### config.mk
export PLATFORM = sky130hd
export DESIGN_NAME = audio_frame_ctrl_flat
export DESIGN_NICKNAME = d
export VERILOG_FILES = /design/src/rtl/audio_frame_ctrl_pkg.sv /design/src/rtl/audio_frame_ctrl_if.sv /design/src/rtl/audio_frame_ctrl_iomem_slave.sv /design/src/rtl/audio_frame_ctrl.sv /design/src/flat_wrapper.sv
export SDC_FILE = /design/constraint.sdc
export NUM_CORES = 1
export LEC_CHECK = 0
export ABC_AREA = 1
export BUFFER_PORTS_ARGS = -buffer_cell sky130_fd_sc_hd__buf_4
export CAP_MARGIN = 20
export CORE_UTILIZATION = 57
export DETAILED_ROUTE_END_ITERATION = 10
export GPL_ROUTABILITY_DRIVEN = 0
export PLACE_DENSITY = 0.86
export REMOVE_ABC_BUFFERS = 1
export SYNTH_ARGS = -nofsm -noshare
export SYNTH_HDL_FRONTEND = slang
export SYNTH_SLANG_ARGS = --single-unit
### constraint.sdc
create_clock -name ck -period 3.8 [get_ports ck]
set_clock_uncertainty 0.05 [all_clocks]
set_input_delay 0.19 -clock ck [delete_from_list [all_inputs] [get_ports ck]]
set_output_delay 0.19 -clock ck [all_outputs]
set_load 0.02 [all_outputs]
### src/rtl/audio_frame_ctrl_pkg.sv
`default_nettype none
// ============================================================================
//  Module      : audio_frame_ctrl_pkg
//  Description : Register offsets, bit indices and FSM encoding shared by the
//                audio frame control unit.
//  Revision    : 1.0 - initial release
// ============================================================================
package audio_frame_ctrl_pkg;

    localparam logic [8:0] c_off_control = 9'h000;
    localparam logic [8:0] c_off_status  = 9'h004;
    localparam logic [8:0] c_off_frame   = 9'h008;
    localparam logic [8:0] c_off_kick    = 9'h00C;
    localparam logic [8:0] c_off_result  = 9'h100;

    localparam int c_ctrl_auto_en = 0;
    localparam int c_ctrl_irq_en  = 1;

    localparam int c_st_done    = 0;
    localparam int c_st_error   = 1;
    localparam int c_st_overrun = 2;
    localparam int c_st_busy    = 3;

    typedef enum logic [1:0] {
        ST_IDLE = 2'd0,
        ST_RST  = 2'd1,
        ST_RUN  = 2'd2,
        ST_SWAP = 2'd3
    } fsm_state_t;

endpackage
`default_nettype wire

### src/rtl/audio_frame_ctrl_if.sv
`default_nettype none
// ============================================================================
//  Module      : audio_frame_ctrl_if
//  Description : RISC-V iomem bus bundle with master and slave views.
//  Revision    : 1.0 - initial release
// ============================================================================
interface audio_frame_ctrl_if;
    logic        iomem_valid;
    logic        iomem_ready;
    logic [3:0]  iomem_wstrb;
    logic [31:0] iomem_addr;
    logic [31:0] iomem_wdata;
    logic [31:0] iomem_rdata;

    modport master (
        output iomem_valid, iomem_wstrb, iomem_addr, iomem_wdata,
        input  iomem_ready, iomem_rdata
    );

    modport slave (
        input  iomem_valid, iomem_wstrb, iomem_addr, iomem_wdata,
        output iomem_ready, iomem_rdata
    );
endinterface
`default_nettype wire

### src/rtl/audio_frame_ctrl_iomem_slave.sv
`default_nettype none
// ============================================================================
//  Module      : audio_frame_ctrl_iomem_slave
//  Description : iomem address match with a one-cycle ready pulse and
//                read/write strobes. SPAN must be a power of two.
//  Revision    : 1.0 - initial release
// ============================================================================
module audio_frame_ctrl_iomem_slave #(
    parameter logic [31:0] BASE = 32'h0300_6000,
    parameter int          SPAN = 512
) (
    input  wire logic                    ck,
    input  wire logic                    rst,
    input  wire logic                    valid,
    input  wire logic [3:0]              wstrb,
    input  wire logic [31:0]             addr,
    output logic                         ready,
    output logic                         re,
    output logic                         we,
    output logic [$clog2(SPAN)-1:0]      offset
);
    localparam int c_off_w = $clog2(SPAN);

    logic r_ready;
    logic w_sel;
    logic w_accept;

    assign w_sel    = (addr[31:c_off_w] == BASE[31:c_off_w]);
    assign w_accept = valid & w_sel & ~r_ready;

    always_ff @(posedge ck or negedge rst) begin
        if (!rst) begin
            r_ready <= 1'b0;
        end else begin
            r_ready <= w_accept;
        end
    end

    // Master holds address/data through the ready cycle, so writes commit then.
    assign ready  = r_ready;
    assign re     = w_accept & ~|wstrb;
    assign we     = r_ready & |wstrb;
    assign offset = addr[c_off_w-1:0];

endmodule
`default_nettype wire

### src/rtl/audio_frame_ctrl.sv
`default_nettype none
// ============================================================================
//  Module      : audio_frame_ctrl
//  Description : Per-frame audio engine sequencer with double-buffered
//                results, status/interrupt and an iomem register window.
//  Revision    : 1.0 - initial release
// ============================================================================
module audio_frame_ctrl
    import audio_frame_ctrl_pkg::*;
#(
    parameter logic [31:0] ADDR      = 32'h0300_6000,
    parameter int          OUT_CHANS = 2,
    parameter int          DATA_W    = 16,
    parameter int          FRAME_W   = 5,
    parameter int          RESET_LEN = 4,
    parameter int          TIMEOUT   = 1024
) (
    input  wire logic                ck,
    input  wire logic                rst,
    audio_frame_ctrl_if.slave        bus,
    input  wire logic                sample_strobe,
    output logic [FRAME_W-1:0]       frame,
    output logic                     engine_rst_n,
    input  wire logic                eng_done,
    input  wire logic                eng_error,
    input  wire logic                out_we,
    input  wire logic [5:0]          out_addr,
    input  wire logic [DATA_W-1:0]   out_audio,
    output logic                     irq
);
    localparam int c_cnt_max = (TIMEOUT > RESET_LEN) ? TIMEOUT : RESET_LEN;
    localparam int c_cnt_w   = $clog2(c_cnt_max + 1);
    localparam logic [c_cnt_w-1:0] c_rst_last = c_cnt_w'(RESET_LEN - 1);
    localparam logic [c_cnt_w-1:0] c_run_last = c_cnt_w'(TIMEOUT - 1);

    fsm_state_t           r_state, w_state_nxt;
    logic [c_cnt_w-1:0]   r_cnt;
    logic [FRAME_W-1:0]   r_frame;
    logic                 r_eng_rst_n;
    logic                 r_auto_en, r_irq_en;
    logic                 r_done, r_error, r_overrun;
    logic                 r_irq;
    logic [31:0]          r_rdata;
    logic [DATA_W-1:0]    r_back  [OUT_CHANS];
    logic [DATA_W-1:0]    r_front [OUT_CHANS];

    logic                 w_ready, w_re, w_we;
    logic [8:0]           w_off;
    logic [31:0]          w_wdata;
    logic                 w_strobe_trig, w_kick, w_trig, w_start;
    logic                 w_timeout, w_busy;
    logic [DATA_W-1:0]    w_res;
    logic [1:0]           w_control;
    logic [3:0]           w_status;
    logic [31:0]          w_rd_mux;
    logic                 w_unused_ok;

    audio_frame_ctrl_iomem_slave #(
        .BASE (ADDR),
        .SPAN (512)
    ) u_iomem_slave (
        .ck     (ck),
        .rst    (rst),
        .valid  (bus.iomem_valid),
        .wstrb  (bus.iomem_wstrb),
        .addr   (bus.iomem_addr),
        .ready  (w_ready),
        .re     (w_re),
        .we     (w_we),
        .offset (w_off)
    );

    assign w_wdata     = bus.iomem_wdata;
    assign w_unused_ok = ^w_wdata[31:3];

    assign w_strobe_trig = sample_strobe & r_auto_en;
    assign w_kick        = w_we & (w_off == c_off_kick);
    assign w_trig        = w_strobe_trig | w_kick;
    assign w_start       = (r_state == ST_IDLE) & w_trig;
    assign w_busy        = (r_state != ST_IDLE);

    always_comb begin
        w_state_nxt = r_state;
        w_timeout   = 1'b0;
        case (r_state)
            ST_IDLE: if (w_trig) w_state_nxt = ST_RST;
            ST_RST:  if (r_cnt == c_rst_last) w_state_nxt = ST_RUN;
            ST_RUN: begin
                // Completion wins over a timeout landing in the same cycle.
                if (eng_done) begin
                    w_state_nxt = ST_SWAP;
                end else if (r_cnt == c_run_last) begin
                    w_state_nxt = ST_IDLE;
                    w_timeout   = 1'b1;
                end
            end
            ST_SWAP: w_state_nxt = ST_IDLE;
            default: w_state_nxt = ST_IDLE;
        endcase
    end

    always_ff @(posedge ck or negedge rst) begin
        if (!rst) begin
            r_state     <= ST_IDLE;
            r_cnt       <= '0;
            r_eng_rst_n <= 1'b0;
            r_frame     <= '0;
        end else begin
            r_state     <= w_state_nxt;
            r_eng_rst_n <= (w_state_nxt != ST_RST);
            if (r_state != w_state_nxt) begin
                r_cnt <= '0;
            end else if (r_state == ST_RST || r_state == ST_RUN) begin
                r_cnt <= r_cnt + 1'b1;
            end
            if (w_start && w_strobe_trig) begin
                r_frame <= r_frame + 1'b1;
            end
        end
    end

    // Clears from a STATUS write apply first so a coincident event is not lost.
    always_ff @(posedge ck or negedge rst) begin
        if (!rst) begin
            r_auto_en <= 1'b0;
            r_irq_en  <= 1'b0;
            r_done    <= 1'b0;
            r_error   <= 1'b0;
            r_overrun <= 1'b0;
            r_irq     <= 1'b0;
        end else begin
            if (w_we && w_off == c_off_control) begin
                r_auto_en <= w_wdata[c_ctrl_auto_en];
                r_irq_en  <= w_wdata[c_ctrl_irq_en];
            end
            if (w_we && w_off == c_off_status) begin
                r_done <= 1'b0;
                if (w_wdata[c_st_error])   r_error   <= 1'b0;
                if (w_wdata[c_st_overrun]) r_overrun <= 1'b0;
            end
            if (r_state == ST_SWAP)                         r_done    <= 1'b1;
            if ((r_state == ST_RUN && eng_error) || w_timeout) r_error <= 1'b1;
            if (w_trig && r_state != ST_IDLE)               r_overrun <= 1'b1;
            r_irq <= r_irq_en & (r_done | r_error | r_overrun);
        end
    end

    always_ff @(posedge ck or negedge rst) begin
        if (!rst) begin
            for (int n = 0; n < OUT_CHANS; n++) begin
                r_back[n]  <= '0;
                r_front[n] <= '0;
            end
        end else begin
            if (w_start) begin
                for (int n = 0; n < OUT_CHANS; n++) r_back[n] <= '0;
            end else if (r_state == ST_RUN && out_we) begin
                for (int n = 0; n < OUT_CHANS; n++) begin
                    if (out_addr == 6'(n)) r_back[n] <= out_audio;
                end
            end
            if (r_state == ST_SWAP) begin
                for (int n = 0; n < OUT_CHANS; n++) r_front[n] <= r_back[n];
            end
        end
    end

    always_comb begin
        w_res = '0;
        for (int n = 0; n < OUT_CHANS; n++) begin
            if (w_off[7:2] == 6'(n)) w_res = r_front[n];
        end
        w_control                 = '0;
        w_control[c_ctrl_auto_en] = r_auto_en;
        w_control[c_ctrl_irq_en]  = r_irq_en;
        w_status                  = '0;
        w_status[c_st_done]       = r_done;
        w_status[c_st_error]      = r_error;
        w_status[c_st_overrun]    = r_overrun;
        w_status[c_st_busy]       = w_busy;
        w_rd_mux = '0;
        case (w_off)
            c_off_control: w_rd_mux = {30'd0, w_control};
            c_off_status:  w_rd_mux = {28'd0, w_status};
            c_off_frame:   w_rd_mux = 32'(r_frame);
            default: begin
                if (w_off >= c_off_result) w_rd_mux = 32'($signed(w_res));
            end
        endcase
    end

    always_ff @(posedge ck or negedge rst) begin
        if (!rst) begin
            r_rdata <= '0;
        end else begin
            r_rdata <= w_re ? w_rd_mux : '0;
        end
    end

    assign bus.iomem_ready = w_ready;
    assign bus.iomem_rdata = r_rdata;
    assign frame           = r_frame;
    assign engine_rst_n    = r_eng_rst_n;
    assign irq             = r_irq;

endmodule
`default_nettype wire

### src/flat_wrapper.sv
// flat-port wrapper written by rule: the top's interface ports become plain ports
module audio_frame_ctrl_flat import audio_frame_ctrl_pkg::*;
#(
    parameter logic [31:0] ADDR      = 32'h0300_6000,
    parameter int          OUT_CHANS = 2,
    parameter int          DATA_W    = 16,
    parameter int          FRAME_W   = 5,
    parameter int          RESET_LEN = 4,
    parameter int          TIMEOUT   = 1024
)
  (ck, rst, sample_strobe, frame, engine_rst_n, eng_done, eng_error, out_we, out_addr, out_audio, irq, bus_iomem_valid, bus_iomem_wstrb, bus_iomem_addr, bus_iomem_wdata, bus_iomem_ready, bus_iomem_rdata);
  audio_frame_ctrl_if bus_i ();
  input  wire logic ck;
  input  wire logic rst;
  input  wire logic sample_strobe;
  output logic [FRAME_W-1:0] frame;
  output logic engine_rst_n;
  input  wire logic eng_done;
  input  wire logic eng_error;
  input  wire logic out_we;
  input  wire logic [5:0] out_addr;
  input  wire logic [DATA_W-1:0] out_audio;
  output logic irq;
  input wire logic [$bits(bus_i.iomem_valid)-1:0] bus_iomem_valid;
  input wire logic [$bits(bus_i.iomem_wstrb)-1:0] bus_iomem_wstrb;
  input wire logic [$bits(bus_i.iomem_addr)-1:0] bus_iomem_addr;
  input wire logic [$bits(bus_i.iomem_wdata)-1:0] bus_iomem_wdata;
  output wire logic [$bits(bus_i.iomem_ready)-1:0] bus_iomem_ready;
  output wire logic [$bits(bus_i.iomem_rdata)-1:0] bus_iomem_rdata;
  assign bus_i.iomem_valid = bus_iomem_valid;
  assign bus_i.iomem_wstrb = bus_iomem_wstrb;
  assign bus_i.iomem_addr = bus_iomem_addr;
  assign bus_i.iomem_wdata = bus_iomem_wdata;
  assign bus_iomem_ready = bus_i.iomem_ready;
  assign bus_iomem_rdata = bus_i.iomem_rdata;
  audio_frame_ctrl #(.ADDR(ADDR), .OUT_CHANS(OUT_CHANS), .DATA_W(DATA_W), .FRAME_W(FRAME_W), .RESET_LEN(RESET_LEN), .TIMEOUT(TIMEOUT)) u_core (.ck(ck), .rst(rst), .bus(bus_i), .sample_strobe(sample_strobe), .frame(frame), .engine_rst_n(engine_rst_n), .eng_done(eng_done), .eng_error(eng_error), .out_we(out_we), .out_addr(out_addr), .out_audio(out_audio), .irq(irq));
endmodule
==> flow_summary.ini, run 1 <==
[placed_design]
dpl_cell_area_sq_mm = 0.00588
port_buffers = 107
dp_hpwl_um = 7650
dp.cells = 805

[sta]
maxSlewViolCount = 0
finalHoldViolCount = 0
rsz0062_at_grt = no
finalCriticalPeriod_ns = 2.26
holdWs_ns = 0.0243
setup_viol = 0
worst_pin_slew_ns = 1.06
fmax_mhz = 443
relSlewSlack_pct = 29.3
tns_ns = 0
timing.final.crit_share_pct = 59.4

[worst_setup_path]
crit_slowest_cell = dfrtp_1
startpoint = u_core.r_state[0]$_DFF_PN0_
path_cells = inv_1, ha_1, inv_1, nor3_2, inv_1, nor2_1, nand3b_1, nor2_1, xor2_1, nor2_2
startpoint_type = flop
worst-path-max-fanout = 7
worstReg2RegEnd = u_core.r_cnt[9]$_DFFE_PN0P_
crit_arrival_ns = 2.47
path_delay_family = simple AND/OR/NAND/NOR gates
cp_slowest_stage_delay_ns = 0.49
end_kind = flop
worstPathBufferInverterCount = 3
critical_path_class = flop to flop
cp.required_ns = 4.01
endpoint = u_core.r_cnt[9]$_DFFE_PN0P_
worstSetupPathDepth = 10
r2r-start = u_core.r_state[0]$_DFF_PN0_
path_common_cell = inv_1
reg2reg_depth = 10
r2r_setup_slack_ns = 1.54

[power]
p_int_mw = 1.65
p_comb_share_pct = 24.1
switching_power_mw = 0.865
vdd_drop_max_mv = 0.255
p_per_area_mw_per_mm2 = 414
pwr-share-seq_pct = 49.7
clkPwrFrac_pct = 26.1
swShare_pct = 34.4
leakagePower_nw = 3.30

[min_path]
hp-class = input pin to flop

[synth]
synth-edff-count = 0
synth_largest_area_cell = dfrtp_1
syn_inst = 616
synth_compound_area_share_pct = 5.42
synthDominantCellAreaShare_pct = 52.0
ys_seq_area_share_pct = 52.0
yosysWarnings = 0
synth.top_cells.by_area = dfrtp_1, nand2_1, nor2_1
synth_flop_cell = dfrtp_1
async_reset_ff_share_pct = 100
synth_area_sq_mm = 0.00510
synthAdderAreaFrac_pct = 1.47
synth_seq_cells = 106
synth_top_family_by_area = simple AND/OR/NAND/NOR gates
synth-simple-area-share_pct = 30.2
synth-xor-area-share_pct = 2.06
muxShareOfSynthArea_pct = 0.417
avgSynthCellArea_sq_um = 8.28
ys_types = 39

[global_route]
grt_max_degree = 43
grt.met2_usage_pct = 44.6
first_global_vias = 4012
gr-max-usage-layer = met2
overflow = 0
grt_use_met1_pct = 28.8
met3_usage_pct = 4.07
grt_first_pass_wirelength_um = 17300
antenna_found_initial = 0
grtUsageTotal_pct = 24.4

[route]
post_drt_wl_per_cell_um = 13.2
drt_pass1_iterations = 5
avgViaCountPerCell = 5.14
drtIter0Drc = 177
vias = 4224
drc = 0
drt_wl_total_um = 10800
postRouteAntennaNets = 0

[die]
fp.dieW_um = 96.6
dieArea_sq_mm = 0.00933
fp.dieH_um = 96.6
io_pins = 137
placeableCoreArea_sq_mm = 0.00868
rows = 34
initial_utilization_pct = 58.8

[clock_tree]
numClockSinks = 106
cts_max_level = 3
clock-root-buffer = clkbuf_8
clock_latency_ns = 0.37
cts_tree = built
clk_pin_slew_ns = 0.10
cts_resized = 0
cts_inserted_buffers = 9
cts.path.max_buffers = 2

[run_status]
status = finished clean

[layout]
nets = 812
finish.utilization_pct = 70.0
layout-drive-gt1-share_pct = 22.4
area_delta_synth_final_pct = 19.1
num_antenna_cells = 0
fin_area_sq_mm = 0.00607
final_cell_mix = nand2_1, buf_4, dfrtp_1, nor2_1, inv_1
final_common_cell = nand2_1
final_cell_count_no_fill = 822

[run]
drv_cap = 0
## power groups by stage
stage / Combinational (mW) / Sequential, mW / Clock (mW)
2_1_floorplan: 0.341 / 1.30 / 0
3_3_place_gp: 0.584 / 1.27 / 0
3_5_place_dp: 0.607 / 1.27 / 0
4_1_cts: 0.611 / 1.25 / 0.665
5_1_grt: 0.677 / 1.26 / 0.710
6_report: 0.607 / 1.25 / 0.658
## final cells by class
class,count,area (sq um)
inverters,61,229
repair buffers,113,851
clock inverters,7,63.8
clock buffers,9,124
flip-flops and latches,106,2650
well taps,108,135
fillers,676,2600
multi-input cells,418,2020
## synth_stat cells (2+ instances only)
cell	instances
nor3_1	2
ha_1	6
o21ai_0	13
o21ai_1	7
buf_4	19
nor2_4	4
nor2_1	59
nor2_2	13
a22oi_1	11
buf_2	3
a21oi_1	8
nand3_1	18
xor2_1	8
nand3b_1	5
nor3_2	4
xnor2_1	4
nand4_1	8
dfrtp_1	106
inv_1	57
nand2_1	232
clkbuf_1	8
inv_2	4
## registers in the layout, indices dropped and copies added (netlist names), 2 cells and up
| register | flops |
|---|---|
| u_core.r_front | 32 |
| u_core.r_cnt | 11 |
| u_core.r_back | 32 |
| u_core.r_state | 2 |
| u_core.frame | 5 |
| u_core.bus.iomem_rdata | 16 |
## cell families after synthesis
group	after synthesis
AOI/OAI and AO/OA	45
DFF	106
and+or+nand+nor	353
buffers and inverters	92
xor gates and xnor gates	12
muxes	2
adders and majority gates	6
## worst register-to-register path, delay by kind of cell, from the launching register on
kind / cells / cell delay (ns)
simple gates: 5 / 0.74
flops: 1 / 0.49
buf+inv: 3 / 0.30
fa+ha+maj: 1 / 0.40
xor+xnor: 1 / 0.18
## timing repair
action                                 4_1_cts  5_1_grt
setup buffers                                0        0
endpoints found under the hold margin       22        0
hold buffers                                 1        0
## layer usage
metal	part of all wire [%]	vias up
li1	-	2084
met1	40	1978
met3	6.9	13
met5	0	-
met2	52	149
met4	1.4	0
## worst min-delay path by stage
| stage | start | to | cells past startpoint |
|---|---|---|---|
| 2_1_floorplan | rst | u_core.bus.iomem_rdata[0]$_DFF_PN0_ | 0 |
| 3_3_place_gp | rst | u_core.bus.iomem_rdata[6]$_DFF_PN0_ | 1 |
| 3_5_place_dp | rst | u_core.r_front[22]$_DFFE_PN0P_ | 1 |
| 4_1_cts | eng_error | u_core.r_error$_DFFE_PN0P_ | 3 |
| 5_1_grt | eng_error | u_core.r_error$_DFFE_PN0P_ | 3 |
| 6_report | eng_error | u_core.r_error$_DFFE_PN0P_ | 3 |
## stage by stage
stage                     total power, mW  setup WS (ns)
after floorplan                      1.64           1.25
after global placement               1.85           1.55
after detailed placement             1.88           1.47
after CTS                            2.53           1.57
after global routing                 2.65           1.44
final                                2.52           1.54
Note: power is estimated with default switching activity, not from simulation.
==> run 2: changes to the inputs <==
- CORE_UTILIZATION: 57 -> 53
- PLACE_DENSITY: 0.86 -> 0.8
- clock period: 3.8 -> 2.11 ns (I/O delays scaled with it)
==> flow_summary.ini, run 2 (synthesized netlist as in run 1, its figures left out) <==
[route]
post_drt_wl_per_cell_um = 13.3
drtIter0Drc = 210
postRouteAntennaNets = 0
drt_pass1_iterations = 5
drt_wl_total_um = 11400
vias = 4317
drc = 0
avgViaCountPerCell = 5.03

[sta]
rsz0062_at_grt = no
worst_pin_slew_ns = 0.640
setup_slack_ns = 0.175
finalCriticalPeriod_ns = 1.93
tns_ns = 0
setup_viol = 0
relSlewSlack_pct = 57.2
maxSlewViolCount = 0
timing.final.crit_share_pct = 91.7
finalHoldViolCount = 0
fmax_mhz = 517

[global_route]
overflow = 0
first_global_vias = 4273
antenna_found_initial = 0
grt_first_pass_wirelength_um = 19300
grtUsageTotal_pct = 24.6
grt_max_degree = 46

[layout]
seq_area_sq_mm = 0.00265
fin_area_sq_mm = 0.00626
nets = 827
final_cell_mix = nand2_1, buf_4, dfrtp_1, nor2_1, inv_1
fill_cells = 772
num_antenna_cells = 0
area_delta_synth_final_pct = 22.7
finish.utilization_pct = 67.4
final_common_cell = nand2_1
layout-drive-gt1-share_pct = 23.2
multi_input_area_sq_mm = 0.00203

[worst_setup_path]
worst-path-max-fanout = 5
startpoint_type = flop
cp.required_ns = 2.32
crit_arrival_ns = 2.14
end_kind = flop
critical_path_class = flop to flop

[power]
leakagePower_nw = 3.38
switching_power_mw = 1.57
p_int_mw = 3.14
clkPwrFrac_pct = 27.0
p_comb_share_pct = 25.3
power_mw = 4.71
vdd_drop_max_mv = 0.464
p_per_area_mw_per_mm2 = 752
swShare_pct = 33.4
pwr-share-seq_pct = 47.7

[placed_design]
post-place-ws_ns = 0.0606
dpl_cell_area_sq_mm = 0.00598
dp_hpwl_um = 7910
port_buffers = 107

[clock_tree]
cts_inserted_buffers = 9
cts_tree = built
numClockSinks = 106
cts_max_level = 3
clock-root-buffer = clkbuf_8
clock_latency_ns = 0.36
cts.path.max_buffers = 2
clk_pin_slew_ns = 0.10

[die]
fp.dieW_um = 100
fp.dieH_um = 100
rows = 35
initial_utilization_pct = 54.9
dieArea_sq_mm = 0.0100
io_pins = 137
placeableCoreArea_sq_mm = 0.00928

[run]
drv_cap = 0

[run_status]
status = finished clean

[min_path]
hp-class = input pin to flop
run 2: metal layers:
layer / up-vias / routed length, um / global-route usage (%)
met4: 0 / 233 / 10.9
met2: 137 / 5830 / 42.0
met5: - / 0 / 0
li1: 2116 / - / -
met1: 2043 / 4700 / 31.3
met3: 21 / 680 / 3.76
run 2: cell type report:
type,count,area share [%]
clock buffer,10,2.04
timing repair buffer,128,15.8
inverter,61,3.66
sequential,106,42.4
multi-input combinational,418,32.4
clock inverter,6,1.18
tap,129,2.58
run 2: timing repair:
| action | 4_1_cts | 5_1_grt |
|---|---|---|
| hold buffers | 6 | 0 |
| buffers inserted | 0 | 1 |
| hold endpoints to repair | 48 | 0 |
| resized for setup | 0 | 1 |
| setup endpoints to repair | 0 | 11 |
run 2: stage by stage:
stage | instances | hold WS, ns
floorplan | 585 | -0.240
global placement | 835 | 0.0853
detailed placement | 835 | 0.0999
CTS | 857 | 0.000117
global route | 858 | 0.00731
finish | 858 | 0.00792
run 2: power by group through the flow:
| stage | logic, mW | clock network (mW) | registers [mW] |
|---|---|---|---|
| after floorplan | 0.614 | 0 | 2.34 |
| after global placement | 1.11 | 0 | 2.27 |
| after detailed placement | 1.16 | 0 | 2.28 |
| after CTS | 1.18 | 1.29 | 2.24 |
| after global routing | 1.31 | 1.37 | 2.26 |
| final | 1.19 | 1.27 | 2.25 |
run 2: worst paths after layout:
path	start	end	slack [ns]	depth (start not counted)
max in group asynchronous	rst	u_core.r_front[30]$_DFFE_PN0P_	1.07	3
min in group asynchronous	rst	u_core.frame[0]$_DFFE_PN0P_	0.24	2
setup / recovery	u_core.r_state[1]$_DFF_PN0_	u_core.r_cnt[9]$_DFFE_PN0P_	0.18	10
hold reg to reg	u_core.r_front[18]$_DFFE_PN0P_	u_core.r_front[18]$_DFFE_PN0P_	0.43	2
setup reg to reg	u_core.r_state[1]$_DFF_PN0_	u_core.r_cnt[9]$_DFFE_PN0P_	0.18	10
hold / removal	out_audio[13]	u_core.r_back[13]$_DFFE_PN0P_	0.008	5
run 2: worst max-delay path, stage by stage, from the launching register on:
cell,delay (ns)
dfrtp_1,0.38
inv_1,0.11
ha_1,0.31
inv_1,0.07
nor3_2,0.24
inv_1,0.06
nor2_1,0.13
nand3b_1,0.13
nor2_1,0.13
xor2_1,0.19
nor2_2,0.06
